===== src/rtl/memory_access_unit_if.sv =====
// Shared pipeline sizes and the data-memory request/ack port used by the MA stage.
// master = memory_access_unit side, slave = data memory side.
package multicore_pkg;
  localparam int DATA_SIZE = 32;
  localparam int INST_SIZE = 32;
  localparam int NUM_REGS  = 32;
endpackage

interface memory_access_unit_if;
  logic                                 req;
  logic                                 we;
  logic [multicore_pkg::DATA_SIZE-1:0]  addr;
  logic [multicore_pkg::DATA_SIZE-1:0]  wdata;
  logic                                 ack;
  logic [multicore_pkg::DATA_SIZE-1:0]  rdata;

  modport master (output req, we, addr, wdata, input ack, rdata);
  modport slave  (input req, we, addr, wdata, output ack, rdata);
endinterface


===== src/rtl/memory_access_unit.sv =====
// MA pipeline stage: registers EX results, runs the word load/store handshake and selects
// the write-back value. Define MA_BUS_TIMEOUT_EN to abort accesses that never get an ack.
module memory_access_unit
  import multicore_pkg::*;
#(
  parameter int unsigned TIMEOUT_CYCLES = 32'd256
) (
  input  logic                        i_aclk,
  input  logic                        i_areset_n,
  input  logic                        i_en,
  input  logic [DATA_SIZE-1:0]        i_exe_calc,
  input  logic [DATA_SIZE-1:0]        i_exe_wdata,
  input  logic [INST_SIZE-1:0]        i_pcplus4,
  input  logic [$clog2(NUM_REGS)-1:0] i_rdest,
  input  logic                        i_cu_regwrite,
  input  logic [1:0]                  i_cu_memtoreg,
  input  logic                        i_cu_memwrite,
  memory_access_unit_if.master        dmem,
  output logic                        o_stall,
  output logic [DATA_SIZE-1:0]        o_forward_data,
  output logic [DATA_SIZE-1:0]        o_wb_data,
  output logic [$clog2(NUM_REGS)-1:0] o_rdest,
  output logic                        o_cu_regwrite,
  output logic                        o_misaligned,
  output logic                        o_bus_err
);

  typedef enum logic [0:0] {
    ST_IDLE   = 1'b0,
    ST_ACCESS = 1'b1
  } state_t;

  state_t                      state_r;
  logic [DATA_SIZE-1:0]        calc_r;
  logic [INST_SIZE-1:0]        pcplus4_r;
  logic [$clog2(NUM_REGS)-1:0] rdest_r;
  logic                        regwrite_r;
  logic                        memwrite_r;
  logic [1:0]                  memtoreg_r;
  logic [DATA_SIZE-1:0]        load_data_r;
  logic                        aborted_r;
  logic                        req_r;
  logic                        we_r;
  logic [DATA_SIZE-1:0]        bus_addr_r;
  logic [DATA_SIZE-1:0]        bus_wdata_r;
  logic                        start_s;
  logic                        misalign_s;
  logic [DATA_SIZE-1:0]        wb_data_s;

`ifdef MA_BUS_TIMEOUT_EN
  localparam int unsigned      CNT_W    = $clog2(TIMEOUT_CYCLES);
  localparam logic [CNT_W-1:0] CNT_LAST = CNT_W'(TIMEOUT_CYCLES - 32'd1);
  logic [CNT_W-1:0]            cnt_r;
`endif

  // An incoming aligned load/store opens an access on the edge it enters the stage.
  assign start_s    = i_en & (i_cu_memwrite | (i_cu_memtoreg == 2'b01)) &
                      (i_exe_calc[1:0] == 2'b00);
  assign misalign_s = (memwrite_r | (memtoreg_r == 2'b01)) & (calc_r[1:0] != 2'b00);

  // Stage registers, access FSM and registered bus request.
  always_ff @(posedge i_aclk or negedge i_areset_n) begin
    if (!i_areset_n) begin
      state_r     <= ST_IDLE;
      calc_r      <= {DATA_SIZE{1'b0}};
      pcplus4_r   <= {INST_SIZE{1'b0}};
      rdest_r     <= '0;
      regwrite_r  <= 1'b0;
      memwrite_r  <= 1'b0;
      memtoreg_r  <= 2'b00;
      load_data_r <= {DATA_SIZE{1'b0}};
      aborted_r   <= 1'b0;
      req_r       <= 1'b0;
      we_r        <= 1'b0;
      bus_addr_r  <= {DATA_SIZE{1'b0}};
      bus_wdata_r <= {DATA_SIZE{1'b0}};
`ifdef MA_BUS_TIMEOUT_EN
      cnt_r       <= '0;
`endif
    end else begin
      case (state_r)
        ST_IDLE: begin
          calc_r     <= i_exe_calc;
          pcplus4_r  <= i_pcplus4;
          rdest_r    <= i_rdest;
          regwrite_r <= i_en & i_cu_regwrite;
          memwrite_r <= i_en & i_cu_memwrite;
          memtoreg_r <= i_en ? i_cu_memtoreg : 2'b00;
          aborted_r  <= 1'b0;
          if (start_s) begin
            state_r     <= ST_ACCESS;
            req_r       <= 1'b1;
            we_r        <= i_cu_memwrite;
            bus_addr_r  <= {i_exe_calc[DATA_SIZE-1:2], 2'b00};
            bus_wdata_r <= i_exe_wdata;
`ifdef MA_BUS_TIMEOUT_EN
            cnt_r       <= '0;
`endif
          end else begin
            state_r     <= ST_IDLE;
            req_r       <= 1'b0;
            we_r        <= 1'b0;
            bus_addr_r  <= {DATA_SIZE{1'b0}};
            bus_wdata_r <= {DATA_SIZE{1'b0}};
          end
        end
        ST_ACCESS: begin
          // Ack is checked first so an ack on the last allowed cycle still completes.
          if (dmem.ack) begin
            load_data_r <= dmem.rdata;
            state_r     <= ST_IDLE;
            req_r       <= 1'b0;
            we_r        <= 1'b0;
            bus_addr_r  <= {DATA_SIZE{1'b0}};
            bus_wdata_r <= {DATA_SIZE{1'b0}};
          end
`ifdef MA_BUS_TIMEOUT_EN
          else if (cnt_r == CNT_LAST) begin
            aborted_r   <= 1'b1;
            state_r     <= ST_IDLE;
            req_r       <= 1'b0;
            we_r        <= 1'b0;
            bus_addr_r  <= {DATA_SIZE{1'b0}};
            bus_wdata_r <= {DATA_SIZE{1'b0}};
          end else begin
            cnt_r <= cnt_r + 1'b1;
          end
`else
          else begin
            state_r <= ST_ACCESS;
          end
`endif
        end
        default: begin
          state_r <= ST_IDLE;
          req_r   <= 1'b0;
          we_r    <= 1'b0;
        end
      endcase
    end
  end

  // Write-back source select; the reserved encoding falls back to the ALU result.
  always_comb begin
    wb_data_s = calc_r;
    case (memtoreg_r)
      2'b01:   wb_data_s = load_data_r;
      2'b10:   wb_data_s = DATA_SIZE'(pcplus4_r);
      default: wb_data_s = calc_r;
    endcase
  end

  assign dmem.req       = req_r;
  assign dmem.we        = we_r;
  assign dmem.addr      = bus_addr_r;
  assign dmem.wdata     = bus_wdata_r;
  assign o_stall        = (state_r == ST_ACCESS);
  assign o_forward_data = calc_r;
  assign o_wb_data      = wb_data_s;
  assign o_rdest        = rdest_r;
  assign o_cu_regwrite  = regwrite_r & ~o_stall & ~misalign_s & ~aborted_r;
  assign o_misaligned   = misalign_s;
`ifdef MA_BUS_TIMEOUT_EN
  assign o_bus_err      = aborted_r;
`else
  assign o_bus_err      = 1'b0;
`endif

endmodule


===== src/flat_wrapper.sv =====
// flat-port wrapper written by rule: the top's interface ports become plain ports
module memory_access_unit_flat import multicore_pkg::*;
#(
  parameter int unsigned TIMEOUT_CYCLES = 32'd256
)
  (i_aclk, i_areset_n, i_en, i_exe_calc, i_exe_wdata, i_pcplus4, i_rdest, i_cu_regwrite, i_cu_memtoreg, i_cu_memwrite, o_stall, o_forward_data, o_wb_data, o_rdest, o_cu_regwrite, o_misaligned, o_bus_err, dmem_req, dmem_we, dmem_addr, dmem_wdata, dmem_ack, dmem_rdata);
  memory_access_unit_if dmem_i ();
  input  logic i_aclk;
  input  logic i_areset_n;
  input  logic i_en;
  input  logic [DATA_SIZE-1:0] i_exe_calc;
  input  logic [DATA_SIZE-1:0] i_exe_wdata;
  input  logic [INST_SIZE-1:0] i_pcplus4;
  input  logic [$clog2(NUM_REGS)-1:0] i_rdest;
  input  logic i_cu_regwrite;
  input  logic [1:0] i_cu_memtoreg;
  input  logic i_cu_memwrite;
  output logic o_stall;
  output logic [DATA_SIZE-1:0] o_forward_data;
  output logic [DATA_SIZE-1:0] o_wb_data;
  output logic [$clog2(NUM_REGS)-1:0] o_rdest;
  output logic o_cu_regwrite;
  output logic o_misaligned;
  output logic o_bus_err;
  output wire logic [$bits(dmem_i.req)-1:0] dmem_req;
  output wire logic [$bits(dmem_i.we)-1:0] dmem_we;
  output wire logic [$bits(dmem_i.addr)-1:0] dmem_addr;
  output wire logic [$bits(dmem_i.wdata)-1:0] dmem_wdata;
  input wire logic [$bits(dmem_i.ack)-1:0] dmem_ack;
  input wire logic [$bits(dmem_i.rdata)-1:0] dmem_rdata;
  assign dmem_req = dmem_i.req;
  assign dmem_we = dmem_i.we;
  assign dmem_addr = dmem_i.addr;
  assign dmem_wdata = dmem_i.wdata;
  assign dmem_i.ack = dmem_ack;
  assign dmem_i.rdata = dmem_rdata;
  memory_access_unit #(.TIMEOUT_CYCLES(TIMEOUT_CYCLES)) u_core (.i_aclk(i_aclk), .i_areset_n(i_areset_n), .i_en(i_en), .i_exe_calc(i_exe_calc), .i_exe_wdata(i_exe_wdata), .i_pcplus4(i_pcplus4), .i_rdest(i_rdest), .i_cu_regwrite(i_cu_regwrite), .i_cu_memtoreg(i_cu_memtoreg), .i_cu_memwrite(i_cu_memwrite), .dmem(dmem_i), .o_stall(o_stall), .o_forward_data(o_forward_data), .o_wb_data(o_wb_data), .o_rdest(o_rdest), .o_cu_regwrite(o_cu_regwrite), .o_misaligned(o_misaligned), .o_bus_err(o_bus_err));
endmodule

===== config.mk =====
export PLATFORM = sky130hd
export DESIGN_NAME = memory_access_unit_flat
export DESIGN_NICKNAME = d
export VERILOG_FILES = /design/src/rtl/memory_access_unit_if.sv /design/src/rtl/memory_access_unit.sv /design/src/flat_wrapper.sv
export SDC_FILE = /design/constraint.sdc
export NUM_CORES = 1
export LEC_CHECK = 0
export BUFFER_PORTS_ARGS = -buffer_cell sky130_fd_sc_hd__buf_2
export CAP_MARGIN = 0
export CORE_UTILIZATION = 44
export CTS_CLUSTER_DIAMETER = 40
export DETAILED_ROUTE_END_ITERATION = 12
export PLACE_DENSITY_LB_ADDON = 0.25
export SLEW_MARGIN = 5
export SYNTH_ARGS = -nofsm -noshare
export SYNTH_HDL_FRONTEND = slang
export SYNTH_SLANG_ARGS = --single-unit
export TNS_END_PERCENT = 5

===== constraint.sdc =====
create_clock -name i_aclk -period 1.45 [get_ports i_aclk]
set_input_delay 0.145 -clock i_aclk [delete_from_list [all_inputs] [get_ports i_aclk]]
set_output_delay 0.145 -clock i_aclk [all_outputs]
set_load 0.005 [all_outputs]

== Word-level counts from Yosys, hierarchy flattened ==
Cells that the tools add are included.

* Register bits: 172
* Input bits: 141
* Output and inout bits: 139
* Logic and storage cells: 44

* Equal/unequal tests: 4
* Muxes and demuxes: 14
* Bitwise logic cells: 11
* Reductions and logical operators: 3

{| class="wikitable"
|+ Operators with widths
! cell !! number
|-
| one-hot mux 32 bit (2 select lines) || 3
|-
| two-way mux 32 bit || 3
|-
| AND 1 bit || 7
|-
| one-hot mux 1 bit (2 select lines) || 3
|-
| == test 2 x 1 -> 1 bit, second input constant || 2
|-
| two-way mux 1 bit || 4
|-
| == test 2 bit, second input constant || 1
|-
| logical NOT 2 bit || 1
|-
| two-way mux 2 bit || 1
|-
| inequality test 2 bit, second input constant || 1
|-
| inverter 1 bit || 2
|-
| OR 1 bit || 2
|-
| AND reduction 2 bit || 1
|-
| nonzero test 2 bit || 1
|}

== Longest topological paths before layout ==
Gate-level depths: netlist of run 1.

* Word-level depth: 6
* Depth in mapped cells: 6

== Worst setup path before layout of run 1 ==
OpenSTA, ideal clock, no wires.

* Path type: register -> output
* From: register u_core.memtoreg_r[0]
* To: output port o_wb_data[0]
* Data arrival time: 1.310 ns
* Slack: -0.005 ns
* Stages on the path, launching flop included: 7
* Path buffers: 2
* Cell sequence: dfrtp_1 inv_1 ha_1 clkbuf_1 clkbuf_1 nand2_1 o21ai_0

* Cells in the longest elaborated chain, start to end: 2
* Elaborated cells on any way between the ends: 3
* Those cells by class: 2 x eq/ne; 1 x mux

{| class="wikitable"
|+ Ends and longest elaborated chain
! element !! RTL line !! RTL
|-
| start: declaration || memory_access_unit.sv:39 || <nowiki>logic [1:0] memtoreg_r;</nowiki>
|-
| start signal: assignment || memory_access_unit.sv:88 || <nowiki>memtoreg_r <= i_en ? i_cu_memtoreg : 2'b00;</nowiki>
|-
| == test 2 bit or == test 2 x 1 -> 1 bit (tied branches) || memory_access_unit.sv:146 || <nowiki>case (memtoreg_r)</nowiki>
|-
| one-hot mux 32 bit (2 select lines) (*) || memory_access_unit.sv:146 ||
|-
| end: declaration || flat_wrapper.sv:20 || <nowiki>output logic [DATA_SIZE-1:0] o_wb_data;</nowiki>
|}

Mark *: on every way between the ends. The rest lies on a longest branch, timed or not.

== Worst setup path after layout of run 1 ==
* From: register u_core.memtoreg_r[1]
* To: output port o_wb_data[4]

The elaborated chain is that of the path after synthesis.

==> metrics.csv, run 1 <==
metric;value;unit
Die Area;16300;um2
Cell Chain, Critical Path;buf_6 > ha_4 > buf_8 > clkbuf_16 > o21ai_1 > buf_2;
max-cap check violation count;0;
I/O pin count;280;
Total GRT Usage;28.4;%
layout cell share with drive strength beyond 1;44.4;%
worst reg2reg path depth;4;
GRT met3 Usage;6.93;%
slowest CP cell;dfrtp_1;
#FFs+latches synth;170;
clock skew;5.38;ps
top-area cell type share of the netlist area;61.2;%
number of global-route vias before repair;6780;
total congestion overflow;0;
Synth area leaders;dfrtp_1 61%, mux2_2 12%, nand2_1 8.5%, a32o_1 4.8%, o21ai_0 4.7%;
hold crit path type;in2reg;
Post-synth top flop;dfrtp_1;
DRC viols;0;
Critical Path Max Stage Delay;400;ps
Mean Syn Cell Area;11.7;um2
met2 Use GR;46.6;%
Port Buffers;276;
core area;15300;um2
Root Buffer;clkbuf_16;
H-tree Lvls;4;
worst path arrival time;1780;ps
fin cells;1233;
worst flop-to-flop path startpoint;u_core.o_stall;
crit path buf inv count;4;
Detail Placement HPWL;14300;um
Worst Setup End Kind;output port;
CP Launch Type;flip-flop;
pwr dens;1150;nW/um2
GR peak layer;met2;
Slew Limit Fails;0;
initial drt markers;407;
post-route ant nets;0;
post-synthesis sequential area ratio;61.2;%
# diodes;0;
Req. time, crit path;1310;ps
Layout area overhead;57.3;%
Fin. Hold Viols;0;
worst skew pair latency;420;ps
min-delay src;i_exe_wdata[27];
DR pass1 iterations;5;
Cell Area, Placed;8650;um2
Critical Path Source;u_core.memtoreg_r[1];
Crit Path Max Fanout;8;
Final setup viols;35;
post-route setup slack;-475;ps
routing usage on met1;35.4;%
Yosys Warn Count;0;
first-pass GRT wire length;35300;um
Syn Inst Count;595;
flop2flop setup slack;-30;ps
Die Y;128;um
largest net degree at the start of global routing;53;
synth unique cells;24;
hold path depth;2;
final instance area;10900;um2
FF-to-FF End;u_core.dmem.addr[12];
gpl congestion;0.849;
clock buffer depth;2;
Fillers;1034;
Crit Path Category;reg2out;
crit path time final;1930;ps
initial antenna violation count;0;
RSZ-0062 raised after global routing;true;
crit-path leading delay family;buffers and inverters;
DR WL/cell;19.2;um
CTS Buf Count;17;
Worst VDD drop;0.736;mV
Die X-Extent;128;um
Max Fclk;519;MHz
Pleak;5.40;nW
Post-synth EDFFs;0;
failing checks;setup timing;
CTS Sinks;170;
Final #Nets;1152;
final period utilization;133;%
Cell Rows;45;
run status;complete, but fails checks;
Starting Density;45.4;%
most frequent cell after synthesis;dfrtp_1;
Netlist Area Pre-Place;6950;um2
routed wire length;23600;um
Placed Instances;1059;
routed via count;6624;
CTS tree;done;
Commonest cells post-synth;170 x dfrtp_1, 157 x nand2_1, 71 x mux2_2, 65 x o21ai_0, 33 x a32o_1;
Hold Path Sink;u_core.dmem.wdata[27];
Via-to-Cell Ratio;5.37;
Worst-path clk slew;60;ps
Synth area leader;dfrtp_1;
Post-synth ARST share;100;%
## how the worst max path moves through the flow
stage	end	cells after the start
4_1_cts	o_wb_data[10]	6
2_1_floorplan	o_wb_data[0]	6
6_report	o_wb_data[4]	6
5_1_grt	o_wb_data[15]	7
3_3_place_gp	o_wb_data[18]	7
3_5_place_dp	o_wb_data[4]	6
## worst register-to-register path, cell delays in order (launching register included)
cell and delay (ps):
dfrtp_4 530, inv_2 100, buf_4 250, nand2_1 120, o21ai_0 340
## sequential cells by signal (all words and copies together), names as in the netlist
register               flops
u_core.load_data_r        32
u_core.dmem.req            1
u_core.o_stall             1
u_core.memtoreg_r          2
u_core.pcplus4_r          32
u_core.o_rdest             5
u_core.dmem.addr          30
u_core.memwrite_r          1
u_core.regwrite_r          1
u_core.dmem.wdata         32
u_core.dmem.we             1
u_core.o_forward_data     32
## cell families after synthesis
group,after synthesis,synth area share [%]
AO/OA/AOI/OAI,136,13.6
flip-flops,170,61.2
AND/OR/NAND/NOR,162,9.04
other,1,0.0540
multiplexers,71,11.5
adder cells (fa/ha/maj),2,0.360
buffers and inverters,53,4.18
## power by group
part	total (mW)	switching (mW)	leakage (nW)	internal, mW
combinational	2.58	1.17	3.00	1.41
clock	4.32	1.79	0.266	2.53
sequential	5.63	0.363	2.14	5.27
## cells in the final DEF (no fill, tap or decap), types with 9 or more instances in the layout
master           n
mux2_2          71
a22oi_1         21
a22oi_2         11
o21ai_1         17
o21ai_2         13
nand2_2          9
buf_4           12
dlygate4sd3_1  131
buf_2          274
clkbuf_16       21
nand2_1        148
buf_12          13
a32o_1          33
o21ai_0         33
dfrtp_1        168
## area by class of cell
class,count,area (um2),share of cell area [%]
Sequential cell,170,4260,39.0
Timing Repair Buffer,443,3260,29.8
Multi-Input combinational cell,374,2590,23.7
Clock buffer,24,452,4.13
Tap cell,211,264,2.41
Clock inverter,8,96.3,0.881
Inverter,3,11.3,0.103
## timing repair
item / 4_1_cts / 5_1_grt
buffers inserted: 2 / 3
endpoints found under the setup margin: 35 / 38
cloned: 1 / 5
pin swaps: 0 / 13
hold buffers: 131 / 0
resized for setup: 13 / 78
hold endpoints to repair: 304 / 0
## through the flow
step	setup WS (ps)	utilization (%)	setup TNS [ps]	hold slack [ps]	total power, mW
3_3_place_gp	-16.7	56.5	-32.3	49.0	7.42
4_1_cts	-461	69.2	-14440	0.00142	12.2
3_5_place_dp	-61.7	56.5	-552	44.6	7.52
5_1_grt	-536	71.4	-16870	10.1	13.0
2_1_floorplan	-4.71	-	-141	-151	6.54
6_report	-475	71.4	-14740	11.3	12.5
## per-layer routing
layer	wire, um	vias to the layer above
met4	956	0
met2	11600	399
met1	9280	3245
met5	0	-
li1	-	2904
met3	1830	76
No activity file was read; power rests on OpenSTA's default activity.
==> run 2, diff against run 1 <==
--- a/config.mk
+++ b/config.mk
@@ -10,7 +10,7 @@
 export CORE_UTILIZATION = 44
 export CTS_CLUSTER_DIAMETER = 40
 export DETAILED_ROUTE_END_ITERATION = 12
-export PLACE_DENSITY_LB_ADDON = 0.25
+export PLACE_DENSITY = 0.86
 export SLEW_MARGIN = 5
 export SYNTH_ARGS = -nofsm -noshare
 export SYNTH_HDL_FRONTEND = slang
==> run 2 against run 1 <==
Compared with the run above:
- the run still ends with setup timing left
- sequential cell count is the same
- utilization increased by 0.84 points
- sequential share of layout area down 0.45 points
- clock power grew 13%
- hold slack gained 13 ps
- cell area increased by 1.2%
- clock skew up 0.62 ps
==> metrics.csv, run 2 (synthesized netlist as in run 1, its figures left out) <==
metric;value;unit;change
min-delay src;i_exe_wdata[23];;was i_exe_wdata[27]
clock skew;6.00;ps;was 5.38 ps
hold path depth;2;;unchanged
Slew Limit Fails;0;;unchanged
Final #Nets;1159;;was 1,152
Detail Placement HPWL;13800;um;was 14,300 um
Worst VDD drop;0.905;mV;was 0.736 mV
hold crit path type;in2reg;;unchanged
routed via count;6869;;was 6,624
core area;15300;um2;unchanged
CTS tree;done;;unchanged
met2 Use GR;52.4;%;was 46.6%
pwr dens;1190;nW/um2;was 1150 nW/um2
DRC viols;0;;unchanged
worst path arrival time;1840;ps;was 1780 ps
layout cell share with drive strength beyond 1;44.5;%;was 44.4%
Req. time, crit path;1310;ps;about the same
Die Y;128;um;unchanged
worst flop-to-flop path startpoint;u_core.o_stall;;unchanged
post-route ant nets;0;;unchanged
Port Buffers;276;;unchanged
most frequent cells in the layout;274 x buf_2, 168 x dfrtp_1, 142 x nand2_1, 135 x dlygate4sd3_1, 71 x mux2_2;;was 274 x buf_2, 168 x dfrtp_1, 148 x nand2_1, 131 x dlygate4sd3_1, 71 x mux2_2
largest net degree at the start of global routing;72;;was 53
flop2flop setup slack;100;ps;was -30 ps
Die X-Extent;128;um;unchanged
Pleak;5.47;nW;was 5.40 nW
Cell Chain, Critical Path;buf_6 > ha_4 > buf_8 > clkbuf_16 > nand2_1 > o21ai_0 > buf_2;;was buf_6 > ha_4 > buf_8 > clkbuf_16 > o21ai_1 > buf_2
Critical Path Max Stage Delay;390;ps;was 400 ps
Root Buffer;clkbuf_16;;unchanged
gpl congestion;0.864;;was 0.849
crit path buf inv count;4;;unchanged
GRT met3 Usage;6.55;%;was 6.93%
I/O pin count;280;;unchanged
failing checks;setup timing;;unchanged
CTS Sinks;170;;unchanged
Crit Path Max Fanout;6;;was 8
Fillers;984;;was 1,034
DR pass1 iterations;6;;was 5
Hold Path Sink;u_core.dmem.wdata[23];;was u_core.dmem.wdata[27]
GR peak layer;met2;;unchanged
FF-to-FF End;u_core.dmem.wdata[16];;was u_core.dmem.addr[12]
Max Fclk;503;MHz;was 519 MHz
slowest CP cell;dfrtp_1;;unchanged
Via-to-Cell Ratio;5.54;;was 5.37
clock buffer depth;2;;unchanged
max-cap check violation count;0;;unchanged
CTS Buf Count;17;;unchanged
commonest non-fill, non-tap cell in the layout;buf_2;;unchanged
number of global-route vias before repair;7049;;was 6,780
initial drt markers;456;;was 407
DR WL/cell;20.7;um;was 19.2 um
post-route setup slack;-539;ps;was -475 ps
Fin. Hold Viols;0;;unchanged
Cell Rows;45;;unchanged
RSZ-0062 raised after global routing;true;;unchanged
Layout area overhead;59.2;%;was 57.3%
final period utilization;137;%;was 133%
worst skew pair latency;420;ps;about the same
total congestion overflow;0;;unchanged
Total GRT Usage;29.6;%;was 28.4%
crit-path leading delay family;buffers and inverters;;unchanged
H-tree Lvls;4;;unchanged
routed wire length;25700;um;was 23,600 um
Starting Density;45.4;%;unchanged
worst reg2reg path depth;3;;was 4
Worst Setup End Kind;output port;;unchanged
routing usage on met1;32.6;%;was 35.4%
initial antenna violation count;2;;was 0
crit path time final;1990;ps;was 1930 ps
Die Area;16300;um2;unchanged
run status;complete, but fails checks;;unchanged
overall power;13.2;mW;was 12.5 mW
Worst-path clk slew;60;ps;about the same
Final setup viols;34;;was 35
worst slack, placed;-121;ps;was -61.7 ps
fin cells;1241;;was 1,233
Crit Path Category;reg2out;;unchanged
Placed Instances;1061;;was 1,059
first-pass GRT wire length;36500;um;was 35,300 um
CP Launch Type;flip-flop;;unchanged
-- run 2: how the worst max path moves through the flow --
stage                                    start             to  depth (start not counted)
after global placement    u_core.memtoreg_r[1]  o_wb_data[14]                          6
after floorplan           u_core.memtoreg_r[0]   o_wb_data[0]                          6
after global routing      u_core.memtoreg_r[1]  o_wb_data[16]                          7
final                     u_core.memtoreg_r[1]  o_wb_data[16]                          7
after detailed placement  u_core.memtoreg_r[1]  o_wb_data[16]                          6
after CTS                 u_core.memtoreg_r[0]  o_wb_data[19]                          6
-- run 2: layout make-up --
| type | instances | area, um2 | area share (%) |
|---|---|---|---|
| Inverter | 3 | 11.3 | 0.102 |
| Antenna cell | 2 | 5.00 | 0.0452 |
| Timing Repair Buffer | 450 | 3340 | 30.2 |
| Clock buffer | 20 | 457 | 4.13 |
| Multi-Input combinational cell | 374 | 2550 | 23.1 |
| Tap cell | 211 | 264 | 2.39 |
| Clock inverter | 11 | 170 | 1.54 |
| Sequential cell | 170 | 4260 | 38.5 |
-- run 2: worst reg2reg max path: cells and delay by family (launching register included) --
family | cells | cell delay, ps
compound gates | 1 | 250
buf+inv | 1 | 230
simple gates | 1 | 240
flops | 1 | 520
-- run 2: power by group --
group          total, mW  internal [mW]  switching, mW
clock               4.87           2.97           1.90
sequential          5.65           5.27          0.380
combinational       2.66           1.43           1.23
-- run 2: through the flow --
| stage | hold WS, ps | area [um2] | utilization (%) | TNS (ps) |
|---|---|---|---|---|
| after global routing | 11.8 | 11100 | 72.2 | -16950 |
| after CTS | 4.63 | 10700 | 69.8 | -15230 |
| after global placement | -34.5 | 8700 | 56.8 | -24.4 |
| after floorplan | -151 | 6960 | - | -141 |
| after detailed placement | -32.0 | 8700 | 56.8 | -1960 |
| final | 24.0 | 11100 | 72.2 | -15280 |
-- run 2: timing repair --
item,4_1_cts,5_1_grt
buffers inserted,0,3
hold buffers,135,0
endpoints found under the setup margin,34,35
endpoints found under the hold margin,317,0
gates cloned,0,9
resized for setup,3,74
pin swaps,0,1
-- run 2: routing by layer --
metal  vias to the layer above  wire (um)
met5                         -          0
met4                         0       1260
met3                       120       1910
met2                       451      13200
met1                      3376       9310
li1                       2922          -
==> run 3, diff against run 2 <==
==> constraint.sdc (replaced) <==
create_clock -name i_aclk -period 1.45 [get_ports i_aclk]
set_input_delay 0.145 -clock i_aclk [delete_from_list [all_inputs] [get_ports i_aclk]]
set_output_delay 0.145 -clock i_aclk [all_outputs]
set_load 0.01 [all_outputs]
==> run 3 against run 2 <==
Compared with the run above:
- sequential power barely moved
- wire length is 5.7% lower
- clock skew is 0.59 ps lower
- first-iteration DRC count decreased by 5.7%
- global-route usage up 0.52 points
- highest routed layer unchanged
- die area stayed put
- via count is 3.7% lower
- worst setup slack better by 66 ps
- critical path depth decreased by 1
- the flow still finishes with violations (setup timing)
==> metrics.csv, run 3 (synthesized netlist as in run 1, its figures left out) <==
metric;value;unit;change
run status;complete, but fails checks;;unchanged
failing checks;setup timing;;unchanged
number of global-route vias before repair;7098;;was 7,049
worst reg2reg path depth;3;;unchanged
max-cap check violation count;0;;unchanged
post-route ant nets;0;;unchanged
Detail Placement HPWL;13600;um;was 13,800 um
Pleak;5.32;nW;was 5.47 nW
final period utilization;133;%;was 137%
layout cell share with drive strength beyond 1;42.2;%;was 44.5%
clock skew;5.42;ps;was 6.00 ps
Cell Rows;45;;unchanged
CTS Buf Count;17;;unchanged
Die Area;16300;um2;unchanged
Slew Limit Fails;0;;unchanged
transition time of the tightest slew-check pin;620;ps;
DRC viols;0;;unchanged
RSZ-0062 raised after global routing;true;;unchanged
CTS tree;done;;unchanged
core area;15300;um2;unchanged
initial drt markers;430;;was 456
H-tree Lvls;4;;unchanged
DR pass1 iterations;7;;was 6
Req. time, crit path;1310;ps;about the same
Total GRT Usage;30.1;%;was 29.6%
initial antenna violation count;2;;unchanged
Worst Setup End Kind;output port;;unchanged
FF/Latch Area;4260;um2;unchanged
relative slew slack;58.7;%;
CP Launch Type;flip-flop;;unchanged
most frequent cells in the layout;272 x buf_2, 168 x dfrtp_1, 153 x nand2_1, 135 x dlygate4sd3_1, 71 x mux2_2;;was 274 x buf_2, 168 x dfrtp_1, 142 x nand2_1, 135 x dlygate4sd3_1, 71 x mux2_2
worst flop-to-flop path startpoint;u_core.o_stall;;unchanged
routed wire length;24200;um;was 25,700 um
crit path time final;1920;ps;was 1990 ps
gpl congestion;0.785;;was 0.864
Worst VDD drop;0.720;mV;was 0.905 mV
routed via count;6615;;was 6,869
Critical Path Source;u_core.memtoreg_r[1];;unchanged
Via-to-Cell Ratio;5.38;;was 5.54
commonest non-fill, non-tap cell in the layout;buf_2;;unchanged
FF-to-FF End;u_core.dmem.wdata[0];;was u_core.dmem.wdata[16]
Crit Path Max Fanout;29;;was 6
Starting Density;45.4;%;unchanged
I/O pin count;280;;unchanged
Max Fclk;520;MHz;was 503 MHz
total congestion overflow;0;;unchanged
pwr dens;1180;nW/um2;was 1190 nW/um2
worst skew pair latency;410;ps;was 420 ps
Fin. Hold Viols;0;;unchanged
post-route setup slack;-473;ps;was -539 ps
CTS Sinks;170;;unchanged
Multi-input gate area;2500;um2;was 2550 um2
largest net degree at the start of global routing;111;;was 72
overall power;12.7;mW;was 13.2 mW
min-delay src;i_exe_wdata[23];;unchanged
DR WL/cell;19.7;um;was 20.7 um
Die Y;128;um;unchanged
first-pass GRT wire length;37100;um;was 36,500 um
Util after Layout;70.3;%;was 72.2%
Critical Path Sink;o_wb_data[13];;was o_wb_data[16]
Fillers;1009;;was 984
Final setup viols;35;;was 34
hold crit path type;in2reg;;unchanged
Final #Nets;1146;;was 1,159
Layout area overhead;55.0;%;was 59.2%
Root Buffer;clkbuf_16;;unchanged
Die X-Extent;128;um;unchanged
Crit Path Category;reg2out;;unchanged
Worst-path clk slew;60;ps;about the same
Port Buffers;276;;unchanged
flop2flop setup slack;50;ps;was 100 ps
clock buffer depth;2;;unchanged
worst path arrival time;1780;ps;was 1840 ps
==> run 3: worst min-delay path by stage <==
| stage | slack [ps] | cells past startpoint | to |
|---|---|---|---|
| after global routing | 30 | 2 | u_core.dmem.wdata[23] |
| after floorplan | -150 | 0 | u_core.dmem.addr[10] |
| after global placement | 160 | 2 | u_core.o_rdest[3] |
| after CTS | 4 | 2 | u_core.dmem.wdata[23] |
| after detailed placement | 160 | 2 | u_core.o_rdest[0] |
| final | 40 | 2 | u_core.dmem.wdata[23] |
==> run 3: metrics by stage <==
| stage | instances | cell area (um2) | setup WS (ps) | TNS [ps] | hold slack (ps) |
|---|---|---|---|---|---|
| floorplan | 597 | 6960 | -6.17 | -123 | -151 |
| global placement | 1058 | 8670 | -48.3 | -87.8 | 158 |
| detailed placement | 1058 | 8670 | -110 | -1010 | 161 |
| CTS | 1227 | 10700 | -423 | -13290 | 4.47 |
| global route | 1229 | 10800 | -525 | -16260 | 32.8 |
| finish | 1229 | 10800 | -473 | -14040 | 39.9 |
==> run 3: where the power goes <==
part | internal, mW | total, mW | switching [mW]
Clock | 2.65 | 4.58 | 1.93
Sequential | 5.27 | 5.65 | 0.387
Combinational | 1.26 | 2.45 | 1.19
Total | 9.17 | 12.7 | 3.51
==> run 3: area by class of cell <==
cell class                 instances  share of cell area (%)
sequential                       170                    39.5
timing repair buffer             437                    29.1
multi-input combinational        374                    23.2
clock buffer                      20                    4.24
tap                              211                    2.45
clock inverter                    12                    1.28
inverter                           3                   0.105
antenna                            2                  0.0465
==> run 3: metal layers <==
metal	track usage, %	up-vias	share of wire, %
li1	-	2899	-
met1	33.6	3209	37
met2	52.0	393	51
met3	8.01	114	7.0
met4	17.6	0	5.4
met5	0	-	0
==> run 3: worst max-delay path, cell delays in order, from the launching register on <==
cell and delay, ps:
dfrtp_1 380, buf_4 140, ha_4 300, buf_12 180
nand2_1 80, o21ai_0 90, buf_2 170
==> run 3: what timing repair did <==
action	4_1_cts	5_1_grt
buffers inserted	1	0
endpoints found under the setup margin	35	38
gates cloned	1	0
resized for setup	34	27
hold buffers	135	0
hold endpoints to repair	313	0
